File: src/rtl/credit_tx_stage_if.sv
// Link-side bundle for credit_tx_stage: upstream FIFO head, link control,
// and the registered flit/credit status returned to the environment.
interface credit_tx_stage_if #(
    parameter int WordWidth = 64,
    parameter int CreditNum = 4
);
    localparam int CntWidth = $clog2(CreditNum + 1);

    logic                 fifo_empty_i;
    logic [WordWidth-1:0] fifo_payload_i;
    logic                 fifo_pop_o;
    logic                 link_en_i;
    logic                 flush_i;
    logic                 credit_return_i;
    logic                 tx_valid_o;
    logic [WordWidth-1:0] tx_payload_o;
    logic [CntWidth-1:0]  credit_cnt_o;
    logic                 idle_o;
    logic                 credit_overflow_o;

    // The stage itself.
    modport master (
        input  fifo_empty_i, fifo_payload_i, link_en_i, flush_i, credit_return_i,
        output fifo_pop_o, tx_valid_o, tx_payload_o, credit_cnt_o, idle_o,
        credit_overflow_o
    );

    // The surrounding FIFO, link controller and receiver.
    modport slave (
        output fifo_empty_i, fifo_payload_i, link_en_i, flush_i, credit_return_i,
        input  fifo_pop_o, tx_valid_o, tx_payload_o, credit_cnt_o, idle_o,
        credit_overflow_o
    );
endinterface

File: src/rtl/credit_tx_stage.sv
// Credit-based transmit stage: pops the upstream FIFO only while the receiver
// has buffer space, registers each flit onto the link, and tracks credits.
module credit_tx_stage #(
    parameter int WordWidth = 64,
    parameter int CreditNum = 4,
    localparam int CntWidth = $clog2(CreditNum + 1)
) (
    input  logic clk,
    input  logic rstn,
    credit_tx_stage_if.master bus
);
    localparam logic [1:0] ST_DISABLED = 2'd0;
    localparam logic [1:0] ST_RUN      = 2'd1;
    localparam logic [1:0] ST_DRAIN    = 2'd2;

    localparam logic [CntWidth-1:0] CreditMax = CntWidth'(CreditNum);

    logic [1:0]           state_q, state_d;
    logic                 tx_valid_q, tx_valid_d;
    logic [WordWidth-1:0] tx_payload_q, tx_payload_d;
    logic [CntWidth-1:0]  credit_cnt_q, credit_cnt_d;
    logic                 overflow_q, overflow_d;
    logic                 pop;
    logic [CntWidth:0]    cnt_sum;

    // Registered count only: a credit arriving this cycle cannot fund a pop.
    always_comb begin
        pop = (state_q == ST_RUN) & ~bus.fifo_empty_i & (credit_cnt_q != '0) & ~bus.flush_i;
    end

    // NOTE: every variable written in always_comb gets a default first, so no
    // path leaves it unassigned and no latch is inferred.
    always_comb begin
        cnt_sum      = {1'b0, credit_cnt_q} - {{CntWidth{1'b0}}, pop}
                     + {{CntWidth{1'b0}}, bus.credit_return_i};
        credit_cnt_d = cnt_sum[CntWidth-1:0];
        overflow_d   = overflow_q;
        if (cnt_sum > {1'b0, CreditMax}) begin
            credit_cnt_d = CreditMax;
            overflow_d   = 1'b1;
        end
    end

    always_comb begin
        tx_valid_d   = pop;
        tx_payload_d = pop ? bus.fifo_payload_i : tx_payload_q;
    end

    always_comb begin
        state_d = state_q;
        case (state_q)
            ST_DISABLED: if (bus.link_en_i) state_d = ST_RUN;
            ST_RUN:      if (!bus.link_en_i) state_d = ST_DRAIN;
            ST_DRAIN: begin
                // Re-enable wins over completing the drain.
                if (bus.link_en_i) begin
                    state_d = ST_RUN;
                end else if ((credit_cnt_q == CreditMax) && !tx_valid_q) begin
                    state_d = ST_DISABLED;
                end
            end
            default:     state_d = ST_DISABLED;
        endcase
    end

    // NOTE: sequential state uses non-blocking assignments so every flop
    // samples the pre-edge value of its peers.
    always_ff @(posedge clk or negedge rstn) begin
        if (!rstn) begin
            state_q      <= ST_DISABLED;
            tx_valid_q   <= 1'b0;
            tx_payload_q <= '0;
            credit_cnt_q <= CreditMax;
            overflow_q   <= 1'b0;
        end else begin
            state_q      <= state_d;
            tx_valid_q   <= tx_valid_d;
            tx_payload_q <= tx_payload_d;
            credit_cnt_q <= credit_cnt_d;
            overflow_q   <= overflow_d;
        end
    end

    assign bus.fifo_pop_o        = pop;
    assign bus.tx_valid_o        = tx_valid_q;
    assign bus.tx_payload_o      = tx_payload_q;
    assign bus.credit_cnt_o      = credit_cnt_q;
    assign bus.idle_o            = (state_q == ST_DISABLED);
    assign bus.credit_overflow_o = overflow_q;
endmodule

File: src/flat_wrapper.sv
// flat-port wrapper written by rule: the top's interface ports become plain ports
module credit_tx_stage_flat 
#(
    parameter int WordWidth = 64,
    parameter int CreditNum = 4,
    localparam int CntWidth = $clog2(CreditNum + 1)
)
  (clk, rstn, bus_fifo_empty_i, bus_fifo_payload_i, bus_link_en_i, bus_flush_i, bus_credit_return_i, bus_fifo_pop_o, bus_tx_valid_o, bus_tx_payload_o, bus_credit_cnt_o, bus_idle_o, bus_credit_overflow_o);
  credit_tx_stage_if #(.WordWidth(WordWidth), .CreditNum(CreditNum)) bus_i ();
  input  logic clk;
  input  logic rstn;
  input wire logic [$bits(bus_i.fifo_empty_i)-1:0] bus_fifo_empty_i;
  input wire logic [$bits(bus_i.fifo_payload_i)-1:0] bus_fifo_payload_i;
  input wire logic [$bits(bus_i.link_en_i)-1:0] bus_link_en_i;
  input wire logic [$bits(bus_i.flush_i)-1:0] bus_flush_i;
  input wire logic [$bits(bus_i.credit_return_i)-1:0] bus_credit_return_i;
  output wire logic [$bits(bus_i.fifo_pop_o)-1:0] bus_fifo_pop_o;
  output wire logic [$bits(bus_i.tx_valid_o)-1:0] bus_tx_valid_o;
  output wire logic [$bits(bus_i.tx_payload_o)-1:0] bus_tx_payload_o;
  output wire logic [$bits(bus_i.credit_cnt_o)-1:0] bus_credit_cnt_o;
  output wire logic [$bits(bus_i.idle_o)-1:0] bus_idle_o;
  output wire logic [$bits(bus_i.credit_overflow_o)-1:0] bus_credit_overflow_o;
  assign bus_i.fifo_empty_i = bus_fifo_empty_i;
  assign bus_i.fifo_payload_i = bus_fifo_payload_i;
  assign bus_i.link_en_i = bus_link_en_i;
  assign bus_i.flush_i = bus_flush_i;
  assign bus_i.credit_return_i = bus_credit_return_i;
  assign bus_fifo_pop_o = bus_i.fifo_pop_o;
  assign bus_tx_valid_o = bus_i.tx_valid_o;
  assign bus_tx_payload_o = bus_i.tx_payload_o;
  assign bus_credit_cnt_o = bus_i.credit_cnt_o;
  assign bus_idle_o = bus_i.idle_o;
  assign bus_credit_overflow_o = bus_i.credit_overflow_o;
  credit_tx_stage #(.WordWidth(WordWidth), .CreditNum(CreditNum)) u_core (.clk(clk), .rstn(rstn), .bus(bus_i));
endmodule
File: config.mk
export PLATFORM = sky130hd
export DESIGN_NAME = credit_tx_stage_flat
export DESIGN_NICKNAME = d
export VERILOG_FILES = /design/src/rtl/credit_tx_stage_if.sv /design/src/rtl/credit_tx_stage.sv /design/src/flat_wrapper.sv
export SDC_FILE = /design/constraint.sdc
export NUM_CORES = 1
export LEC_CHECK = 0
export CORE_MARGIN = 3
export CORE_UTILIZATION = 43
export CTS_BUF_LIST = sky130_fd_sc_hd__clkbuf_8 sky130_fd_sc_hd__clkbuf_16
export DETAILED_ROUTE_END_ITERATION = 8
export PLACE_DENSITY = 0.88
export SYNTH_ARGS = -nofsm -noshare
export SYNTH_HDL_FRONTEND = slang
export SYNTH_SLANG_ARGS = --single-unit
File: constraint.sdc
create_clock -name clk -period 7.5 [get_ports clk]
set_input_delay 1.5 -clock clk [delete_from_list [all_inputs] [get_ports clk]]
set_output_delay 1.5 -clock clk [all_outputs]
set_load 0.02 [all_outputs]
; ---- Word level (Yosys, flattened, before mapping)
; Index checks and enable logic that the tools add are counted.
[word_totals]
output_inout_bits = 71
wordCells = 30
input_bits = 70
register_bits = 71
[op_classes]
n_eq_ne = 6
n_mux = 6
n_reduce_logical = 5
add_sub_neg = 2
bitwise = 5
order_cmp = 1
[op_table]
columns = operator, count
row1 = $mux 2, 4
row2 = $pmux 2 s3, 1
row3 = $add 4x1->4, 1
row4 = $gt 4x3->1 const B, 1
row5 = $ne 2x2->1 const B, 2
row6 = $sub 3x1->4, 1
row7 = $and 1x1->1, 3
row8 = $eq 3x3->1 const B, 1
row9 = $mux 3, 1
row10 = $ne 3x2->1 const B, 1
row11 = $reduce_and 3->1, 1
row12 = $reduce_bool 3->1, 1
row13 = $eq 2x1->1 const B, 1
row14 = $eq 2x2->1 const B, 1
row15 = $logic_not 2->1, 1
row16 = $not 1->1, 2
row17 = $logic_and 1x1->1, 1
row18 = $logic_not 1->1, 1

; ---- Depth between registers and ports, before layout
; Gate-level depths: netlist of the first run.
[depth]
depth_word = 8
mapped_depth = 11
depth_no_buf = 9

; ---- Least setup slack after synthesis of the first run
; No wires, ideal clock.
[synth_timing]
kind = in2reg
start = in bus_fifo_empty_i
end = reg u_core.overflow_q, in the netlist u_core.bus.credit_overflow_o
stages = 10
setup_slack_ns = 3.825
path_buffers = 2
setup_time_ns = 0.139
t_required_ns = 7.361
arrival_time_ns = 3.536
path_cell_list = nor4_4 buf_6 buf_6 ha_1 inv_1 ha_1 fa_1 xnor2_1 nor2_1 or4_1
[synth_between]
elab_chain_cells = 7
[synth_lines]
columns = item, line_no
row1 = "start, declared", flat_wrapper.sv:12  ; input wire logic [$bits(bus_i.fifo_empty_i)-1:0] bus_fifo_empty_i;
row2 = $not 1->1, credit_tx_stage.sv:28  ; pop = (state_q == ST_RUN) & ~bus.fifo_empty_i & (credit_cnt_q != '0) & ~bus.flush_i;
row3 = $and 1x1->1 (3 in series), credit_tx_stage.sv:28
row4 = named net bus_fifo_pop_o, flat_wrapper.sv:17  ; output wire logic [$bits(bus_i.fifo_pop_o)-1:0] bus_fifo_pop_o;
row5 = $sub 3x1->4, credit_tx_stage.sv:34  ; cnt_sum = {1'b0, credit_cnt_q} - {{CntWidth{1'b0}}, pop}
row6 = $add 4x1->4, credit_tx_stage.sv:35  ; + {{CntWidth{1'b0}}, bus.credit_return_i};
row7 = $gt 4x3->1, credit_tx_stage.sv:38  ; if (cnt_sum > {1'b0, CreditMax}) begin
row8 = "end signal, assigned", credit_tx_stage.sv:80  ; overflow_q <= overflow_d;
row9 = "end, declared", credit_tx_stage.sv:22  ; logic overflow_q, overflow_d;
; The timed path passes the listed nets, and every way through them passes these cells.
; A chain may end at the register's enable or synchronous reset.

; ---- Worst setup path after layout of the first run
[layout_timing]
start = in bus_fifo_empty_i
end = out bus_fifo_pop_o
[layout_between]
elab_chain_cells = 4
[layout_lines]
columns = item, line_no
row1 = $not 1->1, credit_tx_stage.sv:28
row2 = $and 1x1->1 (3 in series), credit_tx_stage.sv:28
row3 = "end, declared", flat_wrapper.sv:17
; Every way passes these cells.

==> results.json, run 1 <==
{
  "status": "completed",
  "worstMarginPinSlew_ns": 0.8481,
  "dp_hpwl_um": 4732,
  "root_buffer": "clkbuf_8",
  "ys_seq_elements": 71,
  "wl_met1_um": 2493,
  "p_clk_share_pct": 16.7,
  "cts_buffer_depth": 2,
  "skew_ns": 0.009776,
  "drt_wl_total_um": 6288,
  "wl_met3_um": 589,
  "cts_buffers": 9,
  "ys_warn_count": 0,
  "grt_max_degree": 68,
  "core-area_sq_mm": 0.006131,
  "gp_congestion": 0.8273,
  "worstReg2RegStart": "u_core.state_q[1]",
  "worstPathRequired_ns": 6.00,
  "p_int_w": 0.001136,
  "io_buffer_count": 140,
  "start_util_pct": 45.71,
  "dr.max_layer_used": "met4",
  "rsz0062_at_grt": "false",
  "fp.dieH_um": 86.74,
  "cts_resized": 0,
  "cp_common_cell": "clkdlybuf4s50_1",
  "cp_max_fo": 67,
  "io_pins": 141,
  "ant_nets": 0,
  "syn-instance-count": 173,
  "cts.sinks": 71,
  "regArea_sq_mm": 0.001778,
  "wl_met2_um": 3109,
  "drive_gt1_share_pct": 9.568,
  "path_cells": "clkdlybuf4s50_1 -> nor4_4 -> buf_4 -> clkdlybuf4s50_1",
  "post_cts_buffers": 0,
  "synth-seq-area-share_pct": 63.44,
  "power_density_mw_per_mm2": 393.5,
  "clkTransAtPathRegs_ns": 0.07,
  "cts_hold_buf": 0,
  "combinationalPowerShare_pct": 46.8,
  "finalCritPeriodShare_pct": 68.75,
  "rrSetupSlack_ns": 4.25,
  "clock_latency_ns": 0.33,
  "maxSlewHeadroom_pct": 43.46,
  "crit_path_end_kind": "output port",
  "drv_slew": 0,
  "vias": 1911,
  "slowest_delay_ns": 0.76,
  "rows": 28,
  "drtIter0Drc": 29,
  "finalSetupViolCount": 0,
  "grt_pass1_wl_um": 10420,
  "cp-start-kind": "primary input",
  "power_switching_w": 0.0006048,
  "syn_area_sq_mm": 0.002803,
  "final_util_pct": 72.14,
  "max_freq_mhz": 193.9,
  "synthToLayoutAreaGrowth_pct": 57.81,
  "drt-pass1-iter-count": 2,
  "route.detailed.drc": 0,
  "postSynthAreaPerCell_sq_um": 16.20,
  "dieArea_sq_mm": 0.007523,
  "first_global_vias": 2145,
  "reg2reg_to": "u_core.bus.credit_overflow_o",
  "grt_usage_pct": 18.10,
  "cp-endpoint": "bus_fifo_pop_o",
  "finalCriticalPeriod_ns": 5.156,
  "seqPwrFrac_pct": 36.5,
  "final_nets": 394,
  "worstSetupStartpoint": "bus_fifo_empty_i",
  "critPathSlowestCell": "clkdlybuf4s50_1",
  "fillers": 440,
  "die_w_um": 86.74,
  "cts_tree": "yes",
  "synthDistinctLibCells": 24,
  "maxCapViolCount": 0,
  "vdd_drop_max_mv": 0.2311,
  "antenna_found_initial": 0,
  "p_leak_nw": 1.877,
  "hp-start": "u_core.bus.tx_payload_o[62]",
  "crit_arrival_ns": 3.66,
  "cts.htree.levels": 3,
  "hold_class": "reg -> reg",
  "finalHoldViolCount": 0,
  "rr_worst_depth": 10,
  "syn_nets": 248,
  "power_switching_share_pct": 34.74,
  "crit_type": "in -> out",
  "diodes": 0,
  "multiInputGateArea_sq_um": 930.9,
  "setup-tns-final_ns": 0,
  "wl_per_cell_um": 15.76,
  "gr-total-overflow": 0,
  "via_per_inst": 4.789
}
layout by cell type, fill, tap and decap left out:
| cell | count |
|---|---|
| clkdlybuf4s50_1 | 139 |
| dfrtp_1 | 70 |
| mux2_1 | 54 |
| mux2_2 | 10 |
| clkbuf_8 | 10 |
| inv_1 | 7 |
| ha_1 | 4 |
| a21oi_1 | 3 |
| nor2_1 | 3 |
| clkinv_2 | 3 |
| nand2_1 | 2 |
| nor3_1 | 2 |
| buf_4 | 2 |
| nand2b_1 | 1 |
| nor3_2 | 1 |
| nor4_4 | 1 |
| nand3_1 | 1 |
| and3_1 | 1 |
| xnor2_1 | 1 |
| or3b_2 | 1 |
| a21boi_0 | 1 |
| or4_1 | 1 |
| nor2b_1 | 1 |
| o41ai_1 | 1 |
| fa_1 | 1 |
| bufinv_16 | 1 |
| buf_2 | 1 |
| dfstp_2 | 1 |
worst min-delay path by stage:
| stage | end | slack (ns) | cells after the start |
|---|---|---|---|
| floorplan | u_core.state_q[0] | 0.46 | 1 |
| global placement | u_core.bus.tx_payload_o[3] | 0.47 | 1 |
| detailed placement | u_core.bus.tx_payload_o[16] | 0.47 | 1 |
| CTS | u_core.bus.tx_payload_o[3] | 0.49 | 1 |
| global route | u_core.bus.tx_payload_o[3] | 0.50 | 1 |
| finish | u_core.bus.tx_payload_o[62] | 0.49 | 1 |
registers in the layout (all words and copies together) (netlist names):
name                          cells
u_core.bus.credit_overflow_o      1
u_core.bus.tx_payload_o          64
u_core.bus.tx_valid_o             1
u_core.state_q                    2
u_core.bus.credit_cnt_o           3
synth_stat cells:
library cell / instances / share of area, %
ha_1: 4 / 1.8
nor3_2: 1 / 0.36
or3b_2: 1 / 0.31
nor2b_1: 1 / 0.22
nand2_1: 2 / 0.27
o41ai_1: 1 / 0.31
inv_1: 5 / 0.67
nor4_4: 1 / 0.76
nand3_1: 1 / 0.18
nor2_1: 3 / 0.40
nor3_1: 2 / 0.36
or4_1: 1 / 0.27
dfstp_2: 1 / 0.94
mux2_1: 54 / 22
a21boi_0: 1 / 0.27
mux2_2: 10 / 4.0
xnor2_1: 1 / 0.31
buf_6: 6 / 2.4
nand2b_1: 1 / 0.22
and3_1: 1 / 0.22
buf_4: 1 / 0.27
dfrtp_1: 70 / 63
a21oi_1: 3 / 0.54
fa_1: 1 / 0.71
power by group through the flow:
stage          clock, W  sequential (W)  combinational [W]
4_1_cts        0.000301        0.000638           0.000825
2_1_floorplan         0        0.000846           0.000180
6_report       0.000291        0.000636           0.000814
3_5_place_dp          0        0.000644           0.000822
5_1_grt        0.000321        0.000661           0.000864
3_3_place_gp          0        0.000633           0.000803
metrics by stage:
stage,setup slack [ns],cells,instance area [sq um],hold WS (ns),power [W]
detailed placement,2.298,383,4233,0.4737,0.001467
global route,2.186,399,4423,0.5009,0.001846
global placement,2.311,383,4233,0.4664,0.001436
CTS,2.293,399,4423,0.4899,0.001764
finish,2.344,399,4423,0.4862,0.001741
floorplan,3.825,173,2803,0.4581,0.001026
area by class of cell:
type,instances,area share (%)
timing repair buffer,142,31.91
clock buffer,10,3.112
clock inverter,6,1.188
inverter,5,0.4243
multi-input combinational,90,21.05
tap,75,2.122
sequential,71,40.20
cells by family after synthesis:
logic type | after synthesis | synth area share [%]
XOR/XNOR | 1 | 0.3126
adder cells (fa/ha/maj) | 5 | 2.500
AND/OR/NAND/NOR | 15 | 3.572
AO/OA/AOI/OAI | 5 | 1.116
multiplexers | 64 | 25.71
flip-flops | 71 | 63.44
buffers and inverters | 12 | 3.348
metal layers:
layer | global-route usage (%) | up-vias
li1 | - | 900
met1 | 21.56 | 915
met2 | 30.04 | 86
met3 | 6.274 | 10
met4 | 7.224 | 0
met5 | 0 | -
critical path, delay by kind of cell:
family | cells | cell delay, ns
buffers and inverters | 3 | 1.88
AND/OR/NAND/NOR | 1 | 0.26
Note: power is estimated with default switching activity, not from simulation.
==> run 2: changes to the inputs <==
--- a/config.mk
+++ b/config.mk
@@ -6,10 +6,10 @@
 export NUM_CORES = 1
 export LEC_CHECK = 0
 export CORE_MARGIN = 3
-export CORE_UTILIZATION = 43
+export CORE_UTILIZATION = 40
 export CTS_BUF_LIST = sky130_fd_sc_hd__clkbuf_8 sky130_fd_sc_hd__clkbuf_16
 export DETAILED_ROUTE_END_ITERATION = 8
-export PLACE_DENSITY = 0.88
+export PLACE_DENSITY = 0.83
 export SYNTH_ARGS = -nofsm -noshare
 export SYNTH_HDL_FRONTEND = slang
 export SYNTH_SLANG_ARGS = --single-unit
==> constraint.sdc (replaced) <==
create_clock -name clk -period 4.9 [get_ports clk]
set_input_delay 0.98 -clock clk [delete_from_list [all_inputs] [get_ports clk]]
set_output_delay 0.98 -clock clk [all_outputs]
set_load 0.02 [all_outputs]
==> run 2 against run 1 <==
Effect of this change:
- setup slack lost 0.86 ns
- sequential cell count is the same
- clock skew grew 0.00092 ns
- die area grew 7.0%
- non-clock buffer count is the same
- sequential share of layout area shrank 0.44 points
- cell count grew 4.5%
- global-route usage shrank 0.92 points
- largest power group unchanged
- highest routed layer unchanged
==> results.json, run 2 (synthesized netlist as in run 1, its figures left out) <==
{
  "critPathSlowestCell": "clkdlybuf4s50_1",
  "finalSetupViolCount": 0,
  "wl_per_cell_um": 15.54,
  "crit_arrival_ns": 3.62,
  "p_leak_nw": 1.885,
  "power_switching_w": 0.0009375,
  "p_clk_share_pct": 18.4,
  "power_density_mw_per_mm2": 607.5,
  "start_util_pct": 42.67,
  "route.detailed.drc": 0,
  "antenna_found_initial": 0,
  "cts_resized": 0,
  "die_w_um": 89.71,
  "dp.cells": 401,
  "path_cells": "clkdlybuf4s50_1 -> nor4_4 -> buf_4 -> ha_1 -> inv_1 -> ha_1 -> fa_1 -> xnor2_1 -> nor2_1 -> or4_1",
  "grt_pass1_wl_um": 11070,
  "grt_max_degree": 72,
  "finalCriticalPeriod_ns": 3.418,
  "crit_type": "in -> reg",
  "first_global_vias": 2255,
  "seqPwrFrac_pct": 35.9,
  "slowest_delay_ns": 0.44,
  "clkTransAtPathRegs_ns": 0.08,
  "cts_tree": "yes",
  "worstPathRequired_ns": 5.10,
  "cp-start-kind": "primary input",
  "hold_class": "reg -> reg",
  "cp_max_fo": 21,
  "cts.htree.levels": 3,
  "synthToLayoutAreaGrowth_pct": 59.55,
  "max_freq_mhz": 292.6,
  "dp_hpwl_um": 4853,
  "p_int_w": 0.001779,
  "drive_gt1_share_pct": 9.568,
  "crit_path_end_kind": "flip-flop",
  "via_per_inst": 4.674,
  "drtIter0Drc": 56,
  "drt-pass1-iter-count": 3,
  "gp_congestion": 0.7379,
  "worstMarginPinSlew_ns": 0.8796,
  "finalCritPeriodShare_pct": 69.75,
  "setup-tns-final_ns": 0,
  "finalPower_w": 0.002716,
  "final_nets": 394,
  "largest_reg_flops": 64,
  "cts_hold_buf": 0,
  "cts.sinks": 71,
  "post_cts_buffers": 0,
  "final_cell_mix": "clkdlybuf4s50_1 (139), dfrtp_1 (70), mux2_1 (54), mux2_2 (10), clkbuf_8 (9)",
  "power_switching_share_pct": 34.51,
  "status": "completed",
  "fin_area_sq_mm": 0.004472,
  "gr-total-overflow": 0,
  "maxSlewHeadroom_pct": 41.36,
  "grt_usage_pct": 17.18,
  "clock_latency_ns": 0.33,
  "rsz0062_at_grt": "false",
  "dieArea_sq_mm": 0.008047,
  "rows": 29,
  "hold-worst-slack_ns": 0.4879,
  "root_buffer": "clkbuf_8",
  "fp.dieH_um": 89.71,
  "final_cells": 417,
  "ant_nets": 0,
  "cts_buffer_depth": 2,
  "core-area_sq_mm": 0.006568,
  "cp_common_cell": "ha_1",
  "cts_buffers": 9,
  "maxCapViolCount": 0,
  "io_buffer_count": 140,
  "final_common_cell": "clkdlybuf4s50_1",
  "combinationalPowerShare_pct": 45.8,
  "placed_area_sq_mm": 0.004258,
  "drt_wl_total_um": 6482,
  "diodes": 0,
  "finalHoldViolCount": 0,
  "io_pins": 141,
  "vdd_drop_max_mv": 0.3183,
  "vias": 1949,
  "skew_ns": 0.01070,
  "drv_slew": 0
}
-- run 2: worst max-delay path, delay by kind of cell --
| family | cells | cell delay [ns] |
|---|---|---|
| buffers and inverters | 3 | 0.81 |
| AND/OR/NAND/NOR | 3 | 0.79 |
| adder cells (fa/ha/maj) | 3 | 0.74 |
| XOR/XNOR | 1 | 0.30 |
-- run 2: power by group through the flow --
stage	logic (W)	registers, W	clock network, W
floorplan	0.000275	0.00130	0
global placement	0.00123	0.000973	0
detailed placement	0.00126	0.000988	0
CTS	0.00126	0.000979	0.000515
global route	0.00132	0.00101	0.000544
finish	0.00124	0.000974	0.000499
-- run 2: cell type report --
type                    count  area, sq um
fillers                   499         2096
flip-flops and latches     71         1778
repair buffers            142         1414
multi-input cells          90        930.9
clock buffers               9        123.9
well taps                  93        116.4
clock inverters             7        90.09
inverters                   5        18.77
-- run 2: per-stage QoR --
step                util [%]  setup WS [ns]
floorplan                  -          1.745
global placement       64.83          1.206
detailed placement     64.83          1.101
CTS                    68.09          1.489
global route           68.09          1.310
finish                 68.09          1.482
-- run 2: per-layer routing --
metal  wire, um  vias up  global-route usage, %
met5          0        -                      0
li1           -      902                      -
met4        109        0                  7.024
met1       2587      944                  20.18
met2       3142       93                  28.63
met3        642       10                  6.260
-- run 2: path summary, 6_finish.rpt --
kind | depth (start not counted) | slack [ns] | endpoint | startpoint
max | 10 | 1.48 | u_core.bus.credit_overflow_o | bus_fifo_empty_i
min | 1 | 0.49 | u_core.bus.tx_payload_o[44] | u_core.bus.tx_payload_o[44]
max reg2reg | 10 | 2.02 | u_core.bus.credit_overflow_o | u_core.state_q[1]
min reg2reg | 1 | 0.49 | u_core.bus.tx_payload_o[44] | u_core.bus.tx_payload_o[44]
max in group asynchronous | 1 | 3.55 | u_core.bus.tx_payload_o[14] | rstn
min in group asynchronous | 1 | 0.77 | u_core.bus.tx_payload_o[6] | rstn
